File: src/rtl/bcd_disp_pkg.sv
// Shared constants for the multiplexed BCD display scanner: active-high glyphs
// (bit0=a .. bit6=g) and the blink period used when BCD_DISP_BLINK_EN is defined.
package bcd_disp_pkg;

   localparam logic [6:0] GLYPH_0     = 7'h3F;
   localparam logic [6:0] GLYPH_1     = 7'h06;
   localparam logic [6:0] GLYPH_2     = 7'h5B;
   localparam logic [6:0] GLYPH_3     = 7'h4F;
   localparam logic [6:0] GLYPH_4     = 7'h66;
   localparam logic [6:0] GLYPH_5     = 7'h6D;
   localparam logic [6:0] GLYPH_6     = 7'h7D;
   localparam logic [6:0] GLYPH_7     = 7'h07;
   localparam logic [6:0] GLYPH_8     = 7'h7F;
   localparam logic [6:0] GLYPH_9     = 7'h6F;
   localparam logic [6:0] GLYPH_DASH  = 7'h40;
   localparam logic [6:0] GLYPH_BLANK = 7'h00;

   localparam int BLINK_PERIOD = 32;
   localparam int BLINK_CNT_W  = $clog2(BLINK_PERIOD);

endpackage

File: src/rtl/bcd_display_scanner_if.sv
// Control/display bundle between the BCD arithmetic blocks and the scanner.
// Carries the blink request only when BCD_DISP_BLINK_EN is defined.
interface bcd_display_scanner_if #(
   parameter int DIGITS = 5
) ();

   logic                  load;
   logic [4*DIGITS-1:0]   bcd_in;
   logic                  blank_en;
`ifdef BCD_DISP_BLINK_EN
   logic                  blink;
`endif
   logic [6:0]            segments;
   logic [DIGITS-1:0]     anodes;
   logic                  frame_done;

`ifdef BCD_DISP_BLINK_EN
   modport master (output load, bcd_in, blank_en, blink,
                   input  segments, anodes, frame_done);
   modport slave  (input  load, bcd_in, blank_en, blink,
                   output segments, anodes, frame_done);
`else
   modport master (output load, bcd_in, blank_en,
                   input  segments, anodes, frame_done);
   modport slave  (input  load, bcd_in, blank_en,
                   output segments, anodes, frame_done);
`endif

endinterface

File: src/rtl/seg7_glyph.sv
// Combinational BCD to 7-segment decode, active-high; values 10-15 show a dash.
module seg7_glyph
   import bcd_disp_pkg::*;
(
   input  logic [3:0] digit,
   input  logic       blank,
   output logic [6:0] glyph
);

   always_comb begin
      glyph = GLYPH_DASH;
      if (blank) begin
         glyph = GLYPH_BLANK;
      end else begin
         case (digit)
            4'd0:    glyph = GLYPH_0;
            4'd1:    glyph = GLYPH_1;
            4'd2:    glyph = GLYPH_2;
            4'd3:    glyph = GLYPH_3;
            4'd4:    glyph = GLYPH_4;
            4'd5:    glyph = GLYPH_5;
            4'd6:    glyph = GLYPH_6;
            4'd7:    glyph = GLYPH_7;
            4'd8:    glyph = GLYPH_8;
            4'd9:    glyph = GLYPH_9;
            default: glyph = GLYPH_DASH;
         endcase
      end
   end

endmodule

File: src/rtl/bcd_display_scanner.sv
// Multiplexed N-digit 7-segment driver with leading-zero blanking and frame pulse.
// Define BCD_DISP_BLINK_EN to add the 32-frame blink of the anodes.
module bcd_display_scanner
   import bcd_disp_pkg::*;
#(
   parameter int DIGITS         = 5,
   parameter int CLK_DIV        = 100000,
   parameter bit SEG_ACTIVE_LOW = 1'b1,
   parameter bit AN_ACTIVE_LOW  = 1'b1
) (
   input  logic                  clock,
   input  logic                  reset,
   bcd_display_scanner_if.slave  bus
);

   localparam int                CNT_W    = $clog2(CLK_DIV);
   localparam int                IDX_W    = $clog2(DIGITS);
   localparam logic [CNT_W-1:0]  CNT_LAST = CNT_W'(CLK_DIV - 1);
   localparam logic [IDX_W-1:0]  IDX_LAST = IDX_W'(DIGITS - 1);
   localparam logic [6:0]        SEG_OFF  = {7{SEG_ACTIVE_LOW}};
   localparam logic [DIGITS-1:0] AN_OFF   = {DIGITS{AN_ACTIVE_LOW}};

   logic [CNT_W-1:0]    cnt_q, cnt_d;
   logic [IDX_W-1:0]    idx_q, idx_d;
   logic [4*DIGITS-1:0] latch_q, latch_d;
   logic [6:0]          seg_q, seg_d;
   logic [DIGITS-1:0]   an_q, an_d;
   logic                frame_done_q, frame_done_d;

   logic                tick;
   logic [3:0]          cur_digit;
   logic                cur_blank;
   logic                zeros_above;
   logic [6:0]          glyph;
   logic [DIGITS-1:0]   an_sel;

   always_comb begin
      tick         = (cnt_q == CNT_LAST);
      cnt_d        = tick ? '0 : cnt_q + 1'b1;
      idx_d        = idx_q;
      if (tick) begin
         idx_d = (idx_q == IDX_LAST) ? '0 : idx_q + 1'b1;
      end
      latch_d      = bus.load ? bus.bcd_in : latch_q;
      frame_done_d = tick && (idx_q == IDX_LAST);
   end

   // Walk from the most significant digit down so zeros_above covers DIGITS-1..i.
   always_comb begin
      cur_digit   = 4'd0;
      cur_blank   = 1'b0;
      zeros_above = 1'b1;
      for (int i = DIGITS - 1; i >= 0; i--) begin
         zeros_above = zeros_above && (latch_q[4*i +: 4] == 4'd0);
         if (idx_q == IDX_W'(i)) begin
            cur_digit = latch_q[4*i +: 4];
            cur_blank = bus.blank_en && zeros_above && (i != 0);
         end
      end
   end

   seg7_glyph u_glyph (
      .digit (cur_digit),
      .blank (cur_blank),
      .glyph (glyph)
   );

`ifdef BCD_DISP_BLINK_EN
   logic [BLINK_CNT_W-1:0] frame_cnt_q, frame_cnt_d;

   always_comb begin
      frame_cnt_d = frame_done_d ? frame_cnt_q + 1'b1 : frame_cnt_q;
   end

   always_ff @(posedge clock or posedge reset) begin
      if (reset) begin
         frame_cnt_q <= '0;
      end else begin
         frame_cnt_q <= frame_cnt_d;
      end
   end
`endif

   always_comb begin
      for (int i = 0; i < DIGITS; i++) begin
         an_sel[i] = (idx_q == IDX_W'(i));
      end
      seg_d = SEG_ACTIVE_LOW ? ~glyph : glyph;
      an_d  = AN_ACTIVE_LOW ? ~an_sel : an_sel;
`ifdef BCD_DISP_BLINK_EN
      // Upper half of the blink period darkens the display; scanning keeps going.
      if (bus.blink && frame_cnt_q[BLINK_CNT_W-1]) begin
         an_d = AN_OFF;
      end
`endif
   end

   always_ff @(posedge clock or posedge reset) begin
      if (reset) begin
         cnt_q        <= '0;
         idx_q        <= '0;
         latch_q      <= '0;
         seg_q        <= SEG_OFF;
         an_q         <= AN_OFF;
         frame_done_q <= 1'b0;
      end else begin
         cnt_q        <= cnt_d;
         idx_q        <= idx_d;
         latch_q      <= latch_d;
         seg_q        <= seg_d;
         an_q         <= an_d;
         frame_done_q <= frame_done_d;
      end
   end

   assign bus.segments   = seg_q;
   assign bus.anodes     = an_q;
   assign bus.frame_done = frame_done_q;

endmodule

File: src/flat_wrapper.sv
// flat-port wrapper written by rule: the top's interface ports become plain ports
module bcd_display_scanner_flat import bcd_disp_pkg::*;
#(
   parameter int DIGITS         = 5,
   parameter int CLK_DIV        = 100000,
   parameter bit SEG_ACTIVE_LOW = 1'b1,
   parameter bit AN_ACTIVE_LOW  = 1'b1
)
  (clock, reset, bus_load, bus_bcd_in, bus_blank_en, bus_segments, bus_anodes, bus_frame_done);
  bcd_display_scanner_if #(.DIGITS(DIGITS)) bus_i ();
  input  logic clock;
  input  logic reset;
  input wire logic [$bits(bus_i.load)-1:0] bus_load;
  input wire logic [$bits(bus_i.bcd_in)-1:0] bus_bcd_in;
  input wire logic [$bits(bus_i.blank_en)-1:0] bus_blank_en;
  output wire logic [$bits(bus_i.segments)-1:0] bus_segments;
  output wire logic [$bits(bus_i.anodes)-1:0] bus_anodes;
  output wire logic [$bits(bus_i.frame_done)-1:0] bus_frame_done;
  assign bus_i.load = bus_load;
  assign bus_i.bcd_in = bus_bcd_in;
  assign bus_i.blank_en = bus_blank_en;
  assign bus_segments = bus_i.segments;
  assign bus_anodes = bus_i.anodes;
  assign bus_frame_done = bus_i.frame_done;
  bcd_display_scanner #(.DIGITS(DIGITS), .CLK_DIV(CLK_DIV), .SEG_ACTIVE_LOW(SEG_ACTIVE_LOW), .AN_ACTIVE_LOW(AN_ACTIVE_LOW)) u_core (.clock(clock), .reset(reset), .bus(bus_i));
endmodule
File: config.mk
export PLATFORM = sky130hd
export DESIGN_NAME = bcd_display_scanner_flat
export DESIGN_NICKNAME = d
export VERILOG_FILES = /design/src/rtl/bcd_disp_pkg.sv /design/src/rtl/bcd_display_scanner_if.sv /design/src/rtl/seg7_glyph.sv /design/src/rtl/bcd_display_scanner.sv /design/src/flat_wrapper.sv
export SDC_FILE = /design/constraint.sdc
export NUM_CORES = 1
export LEC_CHECK = 0
export ABC_AREA = 1
export CELL_PAD_IN_SITES_DETAIL_PLACEMENT = 0
export CELL_PAD_IN_SITES_GLOBAL_PLACEMENT = 1
export CORE_ASPECT_RATIO = 0.9
export CORE_MARGIN = 4
export CORE_UTILIZATION = 30
export CTS_CLUSTER_SIZE = 8
export DETAILED_ROUTE_END_ITERATION = 10
export PLACE_DENSITY = 0.63
export SLEW_MARGIN = 20
export SYNTH_ARGS = -nofsm -noshare
export SYNTH_HDL_FRONTEND = slang
export SYNTH_SLANG_ARGS = --single-unit
File: constraint.sdc
create_clock -name clock -period 2.1 [get_ports clock]
set_clock_uncertainty 0.1 [all_clocks]
set_input_delay 0.315 -clock clock [delete_from_list [all_inputs] [get_ports clock]]
set_output_delay 0.315 -clock clock [all_outputs]
set_load 0.01 [all_outputs]
==> impl_metrics.tcl, run 1 <==
set metrics [dict create \
    status "finished, final reports clean" \
    critPathRequiredTime_ns 2.24 \
    p_total_mw 2.13 \
    finalSetupTns_ns 0 \
    synth_async_sr_flop_share_pct 100 \
    final_layout_size_suffix_gt1_share_pct 22.6 \
    start_util_pct 31.6 \
    peakVddDrop_mv 0.411 \
    viasPerCell 4.31 \
    final_nets 423 \
    fillers 901 \
    cts_buffers 5 \
    syn_to_final_growth_pct 31.5 \
    slew_headroom_pct 75.2 \
    ys_warn_count 0 \
    slew_viol_final 0 \
    die_w_um 109 \
    register_area_mm2 0.00134 \
    globalRouteOverflowTotal 0 \
    synth_edf_count 0 \
    finalHoldViolCount 0 \
    synth_flop_cell "dfrtp_1" \
    ys_seq_elements 53 \
    gp_congestion 0.822 \
    synth_seq_area_share_pct 48.4 \
    place_worst_setup_slack_ns 0.00135 \
    worstSetupPathType "flop to flop" \
    p_sw_mw 0.506 \
    fmax_mhz 494 \
    postRouteAntennaNets 0 \
    clockPowerShare_pct 33.7 \
    synth.area.top_cells "dfrtp_1, dfstp_2, nand2_1, inv_1, ha_1" \
    netlist_area_mm2 0.00277 \
    synth_common_cells "nand2_1, inv_1, dfrtp_1" \
    p_comb_share_pct 13.9 \
    power_density_mw_per_mm2 585 \
    arrival_ns 2.16 \
    rsz0062_at_grt "true" \
    cap_violations 0 \
    start_kind "flop" \
    synth_top_area_share_pct 37.0 \
    clock_sinks 53 \
    post-route-min-period_ns 2.02 \
    synth_most_common_cell "nand2_1" \
    tritoncts "done" \
    drc 0 \
    finalWorstSetupSlack_ns 0.0764 \
    worstMarginPinSlew_ns 0.371 \
    insertion_delay_ns 0.30 \
    grt_use_total_pct 11.6 \
    p_int_mw 1.63 \
    dr.pass1.iters 4 \
    p_leak_nw 1.74 \
    swShare_pct 23.7 \
    rows 32 \
    syn_area_per_cell_um2 8.22 \
    antenna_cells 0 \
    clock_path_buffers 2 \
    grt_pass1_vias 2054 \
    core_area_mm2 0.00877 \
    hp-class "input pin to async pin" \
    grt_max_degree 54 \
    dieArea_mm2 0.0108 \
    syn_nets 372 \
    hold_slack_ns 0.275 \
    vias 2187 \
    die_y_um 99.2 \
    detail_route.wl_per_cell_um 12.0 \
    drtIter0Drc 138 \
    final_util_pct 41.6 \
    fin_crit_sh_pct 96.4 \
    io_pins 37 \
    end_kind "flop" \
    setup_viol 0 \
    synth_cell_types 28 \
    dp_hpwl_um 4520 \
    multi_input_area_mm2 0.00132 \
    crit_fanout 5 \
    yosysTopAreaCell "dfrtp_1" \
    synthCells 337 \
    root_buffer "clkbuf_8" \
    clk_pin_slew_ns 0.09 \
    h-tree-depth 2 \
    io_buffers 36 \
    grt_pass1_wl_um 9970 \
    grt_antenna_before_repair 0 \
    wl_um 6090 \
    pwr-share-seq_pct 52.4 \
]
## path summary, 6_finish.rpt
kind / from / endpoint / slack (ns) / cells after the start
setup / recovery: u_core.idx_q[1] / u_core.bus.segments[0] / 0.08 / 13
hold / removal: reset / u_core.cnt_q[13] / 0.27 / 3
setup reg to reg: u_core.idx_q[1] / u_core.bus.segments[0] / 0.08 / 13
hold reg to reg: u_core.cnt_q[0] / u_core.cnt_q[0] / 0.36 / 1
max in group asynchronous: reset / u_core.bus.anodes[1] / 1.33 / 3
min in group clock: u_core.cnt_q[0] / u_core.cnt_q[0] / 0.36 / 1
## flip-flops by register name (all words and copies together), names as in the netlist
signal	flops
u_core.bus.anodes	5
u_core.bus.frame_done	1
u_core.bus.segments	7
u_core.cnt_q	17
u_core.idx_q	3
u_core.latch_q	20
## cell families (layout without fill, tap and decap cells)
kind of cell / after synthesis / count (layout) / share of synthesized area [%]
multiplexers: 4 / 4 / 1.63
buffers and inverters: 68 / 120 / 9.35
AND/OR/NAND/NOR: 158 / 158 / 26.2
flip-flops: 53 / 53 / 48.4
adder cells (fa/ha/maj): 11 / 11 / 4.97
XOR/XNOR: 9 / 9 / 2.85
AO/OA/AOI/OAI: 34 / 34 / 6.64
## per-layer routing
metal	wire [um]	vias to the layer above	track usage, %
met2	2520	36	16.0
met4	62	0	3.16
met5	0	-	0
met3	284	5	2.47
met1	3230	997	18.0
li1	-	1149	-
## worst max-delay path: stages (launching register included)
cell and delay [ns]:
dfrtp_1 0.44, ha_2 0.23, ha_4 0.18, nand2_2 0.06, nand2_2 0.05, inv_2 0.03
nand2_2 0.05, nand2_2 0.06, a21oi_4 0.17, inv_2 0.07, ha_4 0.15, nand3b_1 0.18
nand3_1 0.11, nand2_1 0.06
## final cells by class
class	count	share of cell area (%)
flip-flops and latches	53	36.8
well taps	119	4.09
inverters	63	6.70
repair buffers	49	13.0
clock inverters	1	0.824
multi-input cells	216	36.2
clock buffers	7	2.37
## cell usage in the layout (no fill, tap or decap), types with 11 or more instances in the layout
master / n
nor2_1: 30
inv_1: 44
inv_2: 12
nand3_1: 22
dfrtp_1: 41
nand2_1: 66
dfstp_2: 12
clkdlybuf4s50_1: 36
o21ai_0: 19
buf_4: 11
nand2_2: 12
## power by group through the flow
stage                     sequential, mW  clock [mW]  combinational [mW]
final                               1.12       0.719               0.297
after global routing                1.12       0.795               0.334
after CTS                           1.12       0.764               0.276
after detailed placement            1.13           0               0.275
after global placement              1.14           0               0.273
after floorplan                     1.14           0               0.135
## per-stage QoR
| step | instance area [um^2] | cells |
|---|---|---|
| final | 3640 | 508 |
| after global routing | 3640 | 508 |
| after CTS | 3480 | 506 |
| after detailed placement | 3360 | 498 |
| after global placement | 3360 | 498 |
| after floorplan | 2770 | 337 |
## repair_timing
item | CTS | global route
pin swaps | 0 | 16
hold buffers | 0 | 0
buffers inserted | 0 | 2
gates resized for setup | 1 | 39
setup endpoints to repair | 1 | 6
Power figures use the tool's default switching activity.
==> run 2, diff against run 1 <==
Settings changed: CORE_ASPECT_RATIO 0.9 to 1.1, CORE_MARGIN 4 to not set, CTS_CLUSTER_DIAMETER set to 40.
==> impl_metrics.tcl, run 2 (same netlist as run 1, synthesis figures left out) <==
set metrics [dict create \
    status "finished, final reports clean" \
    grt_pass1_wl_um 10400 \
    dp_hpwl_um 4420 \
    worstPathCellList "ha_2 -> ha_4 -> inv_4 -> nand2_2 -> nand2_2 -> nand2_2 -> a21oi_4 -> inv_2 -> ha_2 -> nand3b_1 -> nand3_1 -> nand2_1" \
    p_total_mw 2.12 \
    critPathRequiredTime_ns 2.24 \
    worstMarginPinSlew_ns 0.414 \
    rows 36 \
    antenna_cells 0 \
    root_buffer "clkbuf_8" \
    place_worst_setup_slack_ns 0.00962 \
    finalHoldViolCount 0 \
    io_buffers 36 \
    die_y_um 103 \
    detail_route.wl_per_cell_um 11.6 \
    slew_headroom_pct 72.3 \
    tritoncts "done" \
    grt_use_total_pct 13.9 \
    worstSetupPathType "flop to flop" \
    max_stage_delay_ns 0.42 \
    grt_pass1_vias 2251 \
    cts_buffers 5 \
    finalWorstSetupSlack_ns 0.0962 \
    arrival_ns 2.14 \
    setup_viol 0 \
    largest_register "u_core.latch_q" \
    drtIter0Drc 51 \
    power_density_mw_per_mm2 586 \
    start_kind "flop" \
    vias 2197 \
    insertion_delay_ns 0.30 \
    peakVddDrop_mv 0.266 \
    grt_antenna_before_repair 0 \
    io_pins 37 \
    cap_violations 0 \
    final_common_cell "nand2_1" \
    worst_path_max_delay_cell "dfrtp_1" \
    dr.pass1.iters 4 \
    clk_pin_slew_ns 0.09 \
    slew_viol_final 0 \
    mostFrequentLayoutCells "nand2_1, inv_1, dfrtp_1, clkdlybuf4s50_1, nor2_1" \
    die_w_um 93.6 \
    dieArea_mm2 0.00962 \
    cp_common_cell "nand2_2" \
    fmax_mhz 499 \
    hp-class "input pin to async pin" \
    start_util_pct 31.1 \
    syn_to_final_growth_pct 30.9 \
    clock_path_buffers 2 \
    post-route-min-period_ns 2.00 \
    gp_congestion 0.814 \
    wl_um 5860 \
    clock_sinks 53 \
    end_kind "flop" \
    fin_crit_sh_pct 95.4 \
    hold_slack_ns 0.267 \
    postRouteAntennaNets 0 \
    h-tree-depth 2 \
    largest_register_ffs 20 \
    reg2reg_depth 12 \
    final_util_pct 40.7 \
    final_nets 426 \
    core_area_mm2 0.00892 \
    cts_hold_buf 0 \
    grt_max_degree 54 \
    crit_fanout 6 \
    viasPerCell 4.34 \
    p_leak_nw 1.74 \
    final_layout_size_suffix_gt1_share_pct 21.4 \
    drc 0 \
    globalRouteOverflowTotal 0 \
]
[run 2: cell types whose count changed in the layout (fill, tap and decap cells not counted), sizes merged]
cell | previous run | this run
buf | 13 | 16
[run 2: final timing paths]
path | startpoint | to | slack (ns)
worst min register to register | u_core.cnt_q[0] | u_core.cnt_q[0] | 0.36
max in group asynchronous | reset | u_core.bus.anodes[3] | 1.34
worst min-delay path | reset | u_core.cnt_q[16] | 0.27
min in group clock | u_core.cnt_q[0] | u_core.cnt_q[0] | 0.36
worst max-delay path | u_core.idx_q[0] | u_core.bus.segments[0] | 0.1
worst max register to register | u_core.idx_q[0] | u_core.bus.segments[0] | 0.1
[run 2: area by class of cell]
type                    count  area, um^2
flip-flops and latches     53        1340
multi-input cells         216        1280
clock inverters             1        30.0
repair buffers             52         500
inverters                  63         244
well taps                 114         143
fillers                   932        5290
clock buffers               7        86.3
[run 2: power by group]
group	leakage (nW)	internal [mW]	switching, mW
registers	0.646	1.09	0.0232
logic	1.03	0.145	0.144
clock network	0.0585	0.389	0.332
[run 2: critical path: cells and delay by family (launching register included)]
family | cells | cell delay (ns)
adder cells (fa/ha/maj) | 3 | 0.57
AND/OR/NAND/NOR | 6 | 0.51
flip-flops | 1 | 0.42
AO/OA/AOI/OAI | 1 | 0.20
buffers and inverters | 2 | 0.14
[run 2: per-layer routing]
| layer | vias up | track usage, % | part of all wire, % |
|---|---|---|---|
| li1 | 1156 | - | - |
| met1 | 998 | 16.8 | 44 |
| met2 | 32 | 23.9 | 50 |
| met3 | 11 | 2.80 | 2.7 |
| met4 | 0 | 6.27 | 3.0 |
| met5 | - | 0 | 0 |
[run 2: timing repair]
action                                  4_1_cts  5_1_grt
endpoints found under the hold margin         0        0
endpoints found under the setup margin        2        7
setup buffers                                 0        2
pin swaps                                     0       11
resized for setup                             1       32
[run 2: metrics by stage]
| step | instance area (um^2) | instances | TNS, ns |
|---|---|---|---|
| 2_1_floorplan | 2770 | 337 | 0 |
| 3_3_place_gp | 3370 | 496 | 0 |
| 3_5_place_dp | 3370 | 496 | 0 |
| 4_1_cts | 3490 | 504 | -0.000159 |
| 5_1_grt | 3630 | 506 | -0.0644 |
| 6_report | 3630 | 506 | 0 |
